File: config.mk
export PLATFORM = sky130hd
export DESIGN_NAME = uart_tx_fifo
export DESIGN_NICKNAME = d
export VERILOG_FILES = /design/src/rtl/uart_tx_fifo.sv
export SDC_FILE = /design/constraint.sdc
export NUM_CORES = 1
export LEC_CHECK = 0
export CORE_UTILIZATION = 50
export CTS_BUF_LIST = sky130_fd_sc_hd__clkbuf_4 sky130_fd_sc_hd__clkbuf_8
export CTS_CLUSTER_SIZE = 20
export DETAILED_ROUTE_END_ITERATION = 16
export HOLD_SLACK_MARGIN = 0.03
export PLACE_DENSITY = 0.77
export SYNTH_ARGS = -nofsm -noshare
export SYNTH_HDL_FRONTEND = slang
export SYNTH_SLANG_ARGS = --single-unit
File: constraint.sdc
create_clock -name clk -period 4.7 [get_ports clk]
set_input_delay 0.705 -clock clk [delete_from_list [all_inputs] [get_ports clk]]
set_output_delay 0.705 -clock clk [all_outputs]
set_load 0.01 [all_outputs]
File: src/rtl/uart_tx_fifo.sv
// Byte FIFO feeding an 8N1 UART serializer. Bytes pushed on wr leave on tx
// LSB first, back to back while the FIFO holds data, idle-high otherwise.
module uart_tx_fifo #(
  parameter int CLKS_PER_BIT = 16,
  parameter int DEPTH_LOG2   = 3
) (
  input  logic       clk,
  input  logic       rst,
  input  logic [7:0] din,
  input  logic       wr,
  output logic       ready,
  output logic       tx,
  output logic       busy,
  output logic       overflow
);

  localparam int DEPTH = 1 << DEPTH_LOG2;
  localparam int BW    = $clog2(CLKS_PER_BIT);
  localparam logic [BW-1:0]       BAUD_MAX = BW'(CLKS_PER_BIT - 1);
  localparam logic [DEPTH_LOG2:0] FULL_CNT = {1'b1, {DEPTH_LOG2{1'b0}}};

  typedef enum logic [1:0] {S_IDLE, S_START, S_DATA, S_STOP} state_t;

  logic [7:0]            r_mem [DEPTH];
  logic [DEPTH_LOG2-1:0] r_head;
  logic [DEPTH_LOG2-1:0] r_tail;
  logic [DEPTH_LOG2:0]   r_count;
  logic                  r_overflow;

  state_t                r_state;
  state_t                w_state_next;
  logic [BW-1:0]         r_baud;
  logic [BW-1:0]         w_baud_next;
  logic [2:0]            r_bit_idx;
  logic [2:0]            w_bit_idx_next;
  logic [7:0]            r_shift;
  logic [7:0]            w_shift_next;
  logic                  r_tx;

  logic                  w_full;
  logic                  w_not_empty;
  logic                  w_push;
  logic                  w_drop;
  logic                  w_pop;
  logic                  w_baud_done;

  assign w_full      = (r_count == FULL_CNT);
  assign w_not_empty = (r_count != '0);
  // Fullness is judged before any same-cycle pop, so a write into a full
  // FIFO is dropped even while the serializer is draining it.
  assign w_push      = wr && !w_full;
  assign w_drop      = wr && w_full;
  assign w_baud_done = (r_baud == BAUD_MAX);

  // NOTE: every signal gets a default before the case so no path leaves
  // one unassigned, which would otherwise infer a latch.
  always_comb begin
    w_state_next   = r_state;
    w_baud_next    = r_baud + 1'b1;
    w_bit_idx_next = r_bit_idx;
    w_shift_next   = r_shift;
    w_pop          = 1'b0;
    case (r_state)
      S_IDLE: begin
        w_baud_next = '0;
        if (w_not_empty) begin
          w_pop        = 1'b1;
          w_shift_next = r_mem[r_head];
          w_state_next = S_START;
        end
      end
      S_START: begin
        if (w_baud_done) begin
          w_baud_next    = '0;
          w_bit_idx_next = '0;
          w_state_next   = S_DATA;
        end
      end
      S_DATA: begin
        if (w_baud_done) begin
          w_baud_next  = '0;
          w_shift_next = {1'b0, r_shift[7:1]};
          if (r_bit_idx == 3'd7) begin
            w_state_next = S_STOP;
          end else begin
            w_bit_idx_next = r_bit_idx + 1'b1;
          end
        end
      end
      S_STOP: begin
        if (w_baud_done) begin
          w_baud_next = '0;
          if (w_not_empty) begin
            w_pop        = 1'b1;
            w_shift_next = r_mem[r_head];
            w_state_next = S_START;
          end else begin
            w_state_next = S_IDLE;
          end
        end
      end
      default: w_state_next = S_IDLE;
    endcase
  end

  // NOTE: clocked state uses non-blocking assignments so every register
  // samples pre-edge values regardless of statement order.
  always_ff @(posedge clk) begin
    if (rst) begin
      r_head     <= '0;
      r_tail     <= '0;
      r_count    <= '0;
      r_overflow <= 1'b0;
    end else begin
      if (w_push) r_tail <= r_tail + 1'b1;
      if (w_pop)  r_head <= r_head + 1'b1;
      case ({w_push, w_pop})
        2'b10:   r_count <= r_count + 1'b1;
        2'b01:   r_count <= r_count - 1'b1;
        default: r_count <= r_count;
      endcase
      if (w_drop) r_overflow <= 1'b1;
    end
  end

  // NOTE: storage is left out of reset; pointers and count alone define
  // which entries are valid, and a resettable array would cost flops.
  always_ff @(posedge clk) begin
    if (w_push) r_mem[r_tail] <= din;
  end

  // tx is registered from the current state, so the line lags the FSM by
  // one cycle while every bit still lasts exactly CLKS_PER_BIT cycles.
  always_ff @(posedge clk) begin
    if (rst) begin
      r_state   <= S_IDLE;
      r_baud    <= '0;
      r_bit_idx <= '0;
      r_shift   <= '0;
      r_tx      <= 1'b1;
    end else begin
      r_state   <= w_state_next;
      r_baud    <= w_baud_next;
      r_bit_idx <= w_bit_idx_next;
      r_shift   <= w_shift_next;
      case (r_state)
        S_START: r_tx <= 1'b0;
        S_DATA:  r_tx <= r_shift[0];
        default: r_tx <= 1'b1;
      endcase
    end
  end

  assign ready    = !w_full;
  assign busy     = w_not_empty || (r_state != S_IDLE);
  assign tx       = r_tx;
  assign overflow = r_overflow;

endmodule

# Word level (Yosys, flattened, before mapping)
# Memory sizes are Yosys's and may differ from the RTL's. A register that Yosys moved wholly into a read port is not among the register bits.
# Index checks and enable logic that the tools add are counted.
classes:
  n_addsub: 6
  n_eq_ne: 14
  muxes: 26
  n_reduce_logical: 14
op_table:
  columns: ["op", "count"]
  rows:
  - ["two-way mux 8 bit", 3]
  - ["one-hot mux 8 bit (3 select lines)", 1]
  - ["one-hot mux 4 bit (2 select lines)", 2]
  - ["two-way mux 3 bit", 5]
  - ["inequality test 2 bit (second input constant)", 6]
  - ["two-way mux 2 bit", 5]
  - ["adder 3 x 1 -> 3 bit (second input constant)", 3]
  - ["adder 4 x 1 -> 4 bit (second input constant)", 2]
  - ["equality test 4 bit (second input constant)", 2]
  - ["one-hot mux 2 bit (4 select lines)", 1]
  - ["equality test 2 bit (second input constant)", 3]
  - ["one-hot mux 3 bit (2 select lines)", 1]
  - ["nonzero test 2 bit", 3]
  - ["two-way mux 1 bit", 5]
  - ["AND reduction 5 bit", 1]
  - ["equality test 2 x 1 -> 1 bit (second input constant)", 2]
  - ["two-way mux 4 bit", 1]
  - ["one-hot mux 1 bit (2 select lines)", 2]
  - ["AND reduction 4 bit", 1]
  - ["nonzero test 4 bit", 1]
  - ["subtractor 4 x 1 -> 4 bit (second input constant)", 1]
  - ["equality test 3 bit (second input constant)", 1]
  - ["AND reduction 3 bit", 1]
  - ["nonzero test 3 bit", 1]
  - ["other kinds (5)", 6]
totals:
  regBits: 29
  ram_bits: 64
  out_inout_bits: 4
  word_cells: 70
  memories: 1
memory_table:
  columns: ["memory", "words", "width", "rd", "rd_ports_with_merged_regs", "wr", "line_no", "rtl"]
  rows:
  - ["r_mem", 8, 8, 1, 1, 1, "24", "logic [7:0] r_mem [DEPTH];"]

# Logic depth before layout (Yosys ltp)
logic_depth:
  ltp_word: 6
  ltp_mapped: 11
  mapped_depth_nobuf: 11

# Worst setup path before layout
# Ideal clock, no wire load.
synth_timing:
  path_type: "reg2reg"
  startpoint: "reg r_state[0]"
  endpoint: "reg r_count[3]"
  arrival_ns: 2.483
  required_ns: 4.630
  slack_ns: 2.147
  path_stages_with_launch: 8
  path_buffers: 0
  period_less_slack_ns: 2.553
  path_cell_list: "dfxtp_1 inv_1 ha_1 nor3_1 ha_1 or4b_1 a31o_2 a21oi_1"
synth_via:
  elab_chain_cells: 4
  word_cells_on_any_way: 7
  classes_between: "eq/ne: 3; mux: 2; reduce/logical: 2"
synth_lines:
  columns: ["item", "line_no", "rtl"]
  rows:
  - ["start: declaration", "30", "state_t r_state;"]
  - ["start signal: assignment", "142", "r_state <= w_state_next;"]
  - ["equality test 2 bit or logical NOT 2 bit (tied branches)", "63", "case (r_state)"]
  - ["one-hot mux 1 bit (2 select lines) (*)", "63", null]
  - ["named net w_pop", "44", "logic w_pop;"]
  - ["equality test 2 x 1 -> 1 bit or equality test 2 bit (tied branches)", "117", "case ({w_push, w_pop})"]
  - ["one-hot mux 4 bit (2 select lines) or nonzero test 2 bit (tied branches)", null, null]
  - ["end signal: assignment", "118", "2'b10: r_count <= r_count + 1'b1;"]
  - ["end signal: assignment", "119", "2'b01: r_count <= r_count - 1'b1;"]
  - ["end signal: assignment", "120", "default: r_count <= r_count;"]
  - ["end: declaration", "27", "logic [DEPTH_LOG2:0] r_count;"]
# Mark *: on every way through the listed nets, which the timed path passes. The rest lies on a longest branch.
# A chain may end at the register's enable or synchronous reset.

# Worst setup path in the final report
layout_timing:
  startpoint: "reg r_state[0]"
  endpoint: "reg r_count[2]"
# The elaborated chain is that of the path after synthesis.

==> results.json <==
{
  "critPathKind": "flip-flop to flip-flop",
  "dpl.hpwl_um": 4443,
  "ir_drop_mv": 0.2693,
  "io_pins": 15,
  "synth_top_area_cell": "edfxtp_1",
  "viasPerCell": 5.633,
  "post-route-min-period_ps": 2824,
  "path_clk_slew_ps": 100,
  "synth-seq-cells": 96,
  "antenna_found_initial": 0,
  "first_global_vias": 2275,
  "synth_edf_count": 64,
  "cpMostUsedCell": "ha_1",
  "finalClockSkew_ps": 11.50,
  "ys_top_cells_by_area": "edfxtp_1, dfxtp_1, mux4_1",
  "drc": 0,
  "gr-usage-all-layers_pct": 18.27,
  "finalHoldViolCount": 0,
  "clockPowerShare_pct": 22.7,
  "fill_cells": 603,
  "fin_crit_sh_pct": 60.08,
  "endpoint_kind": "flip-flop",
  "syn_nets": 301,
  "pre_cts_ws_ps": 1779,
  "fin_ws_ps": 1876,
  "avgSynthCellArea_um2": 14.78,
  "status": "finished clean",
  "cts_sinks": 96,
  "p_switching_mw": 0.7681,
  "synth_cell_types": 40,
  "root_buffer": "clkbuf_8",
  "yosysTopAreaCellShare_pct": 47.10,
  "hold_path_class": "flip-flop to flip-flop",
  "netlist_area_um2": 4080,
  "core_area_um2": 7807,
  "finalSetupViolations": 0,
  "clock_path_buffers": 2,
  "drive_gt1_share_pct": 13.38,
  "vias": 2259,
  "postRouteAntennaNets": 0,
  "critPathSlowestCell": "nor3_1",
  "max_freq_mhz": 354.1,
  "wl_per_cell_um": 17.03,
  "p_leak_nw": 1.518,
  "cts_resized": 0,
  "cts_buffers": 9,
  "htreeDepth": 3,
  "path_cells": "inv_1 -> ha_1 -> nor3_1 -> ha_1 -> xor2_1 -> ha_1 -> a21oi_1 -> xor2_1 -> or3_1 -> a21oi_1",
  "slew_violations": 0,
  "start_kind": "flip-flop",
  "areaGrowthSynthToFinish_pct": 10.46,
  "grt_max_degree": 29,
  "die_x_um": 92.34,
  "drt-total-wl_um": 6831,
  "syn_inst": 276,
  "worstMarginPinSlew_ps": 1018,
  "p_per_area_nw_per_um2": 515.8,
  "async_flop_share_pct": 0,
  "firstDrtPassIters": 4,
  "die_area_um2": 8526,
  "start_util_pct": 52.26,
  "place_congestion": 0.7344,
  "num_rows": 32,
  "antenna-diode-count": 0,
  "ys_dominant_reg_cell": "edfxtp_1",
  "fin_setup_tns_ps": 0,
  "cts_setup_buffers": 0,
  "relSlewSlack_pct": 31.89,
  "internal-power_mw": 1.556,
  "yosysMostFrequentCell": "edfxtp_1",
  "rsz0062_at_grt": "no",
  "critPathBufInv": 1,
  "crit_family": "adder cells",
  "ys_seq_area_share_pct": 62.80,
  "cp.required_ps": 4990,
  "synth.top_cells.by_count": "edfxtp_1, dfxtp_1, nor2_1",
  "die_h_um": 92.34,
  "grt_pass1_wl_um": 11320,
  "finalPower_mw": 2.324,
  "switching_share_pct": 33.04,
  "io_buffers": 14,
  "clock_latency_ps": 370,
  "gr-total-overflow": 0,
  "cp.arrival_ps": 3110,
  "ys_warn_count": 0,
  "first_iter_violations": 101,
  "final_nets": 319,
  "max_stage_delay_ps": 470,
  "crit_fanout": 6,
  "comb_power_share_pct": 30.0,
  "drv_cap": 0,
  "cts-hold-fix-buffers": 0,
  "holdWs_ps": 455.7,
  "cts_tree": "built",
  "seqPwrFrac_pct": 47.3
}
## sequential cells by signal (all words and copies together) (netlist names), named ones only
register,count
r_mem,64
r_bit_idx,3
r_shift,8
tx,1
r_baud,4
r_tail,3
overflow,1
r_head,3
r_state,2
r_count,4
## layout by cell type (no fill, tap or decap), types with 3 or more instances in the layout
master,count
clkbuf_8,9
ha_1,14
buf_4,5
a21oi_1,13
o211ai_1,6
mux2i_1,6
inv_8,4
mux2_2,8
edfxtp_1,64
nor2_1,24
nand2b_1,12
nand3_1,7
nor3_1,7
mux4_2,6
mux4_1,10
xnor2_1,3
clkdlybuf4s50_1,14
xor2_1,6
dfxtp_1,32
nand2_1,14
o21ai_0,3
inv_1,4
## metal layers
metal,vias to the layer above,GRT usage (%),part of all wire (%)
li1,1086,-,-
met1,1107,23.04,45
met2,49,29.01,49
met3,17,4.926,3.7
met4,0,9.375,2.9
met5,-,0,0
## path summary, 6_finish.rpt
| kind | cells after the start | slack [ps] | start | to |
|---|---|---|---|---|
| worst max-delay path | 10 | 1880 | r_state[0]$_SDFFE_PP0P_ | r_count[2]$_SDFFE_PP0P_ |
| worst min-delay path | 2 | 460 | r_shift[3]$_SDFFE_PP0P_ | r_shift[3]$_SDFFE_PP0P_ |
| worst max register to register | 10 | 1880 | r_state[0]$_SDFFE_PP0P_ | r_count[2]$_SDFFE_PP0P_ |
| worst min register to register | 2 | 460 | r_shift[3]$_SDFFE_PP0P_ | r_shift[3]$_SDFFE_PP0P_ |
## tightest hold or removal path, cell delays in order, from the launching register on
cell and delay, ps:
dfxtp_1 320, nand2_1 50, a21oi_1 50
## area by class of cell
class,instances,area [um^2],share of cell area (%)
sequential,96,2562,56.86
timing repair buffer,19,177.7,3.942
multi-input combinational,164,1430,31.73
clock buffer,9,123.9,2.748
clock inverter,7,70.07,1.555
tap,102,127.6,2.832
inverter,4,15.01,0.3331
## through the flow
step                area [um^2]  utilization, %  cells
floorplan                  4080               -    276
global placement           4313           55.24    385
detailed placement         4313           55.24    385
CTS                        4507           57.72    401
global route               4507           57.72    401
finish                     4507           57.72    401
## cells by family (layout without fill, tap and decap cells)
kind of cell | after synthesis | in the layout | synth area share [%]
flip-flops | 96 | 96 | 62.80
AND/OR/NAND/NOR | 83 | 83 | 10.76
buffers and inverters | 16 | 39 | 2.146
AO/OA/AOI/OAI | 28 | 28 | 4.630
XOR/XNOR | 9 | 9 | 1.932
adder cells (fa/ha/maj) | 14 | 14 | 4.293
multiplexers | 30 | 30 | 13.43
## power groups by stage
stage          Combinational, mW  Clock (mW)  Sequential (mW)
6_report                   0.697       0.527             1.10
5_1_grt                    0.782       0.576             1.12
4_1_cts                    0.702       0.541             1.10
3_5_place_dp               0.698           0             1.12
3_3_place_gp               0.680           0             1.11
2_1_floorplan              0.570           0             1.08
No activity file was read; power rests on OpenSTA's default activity.
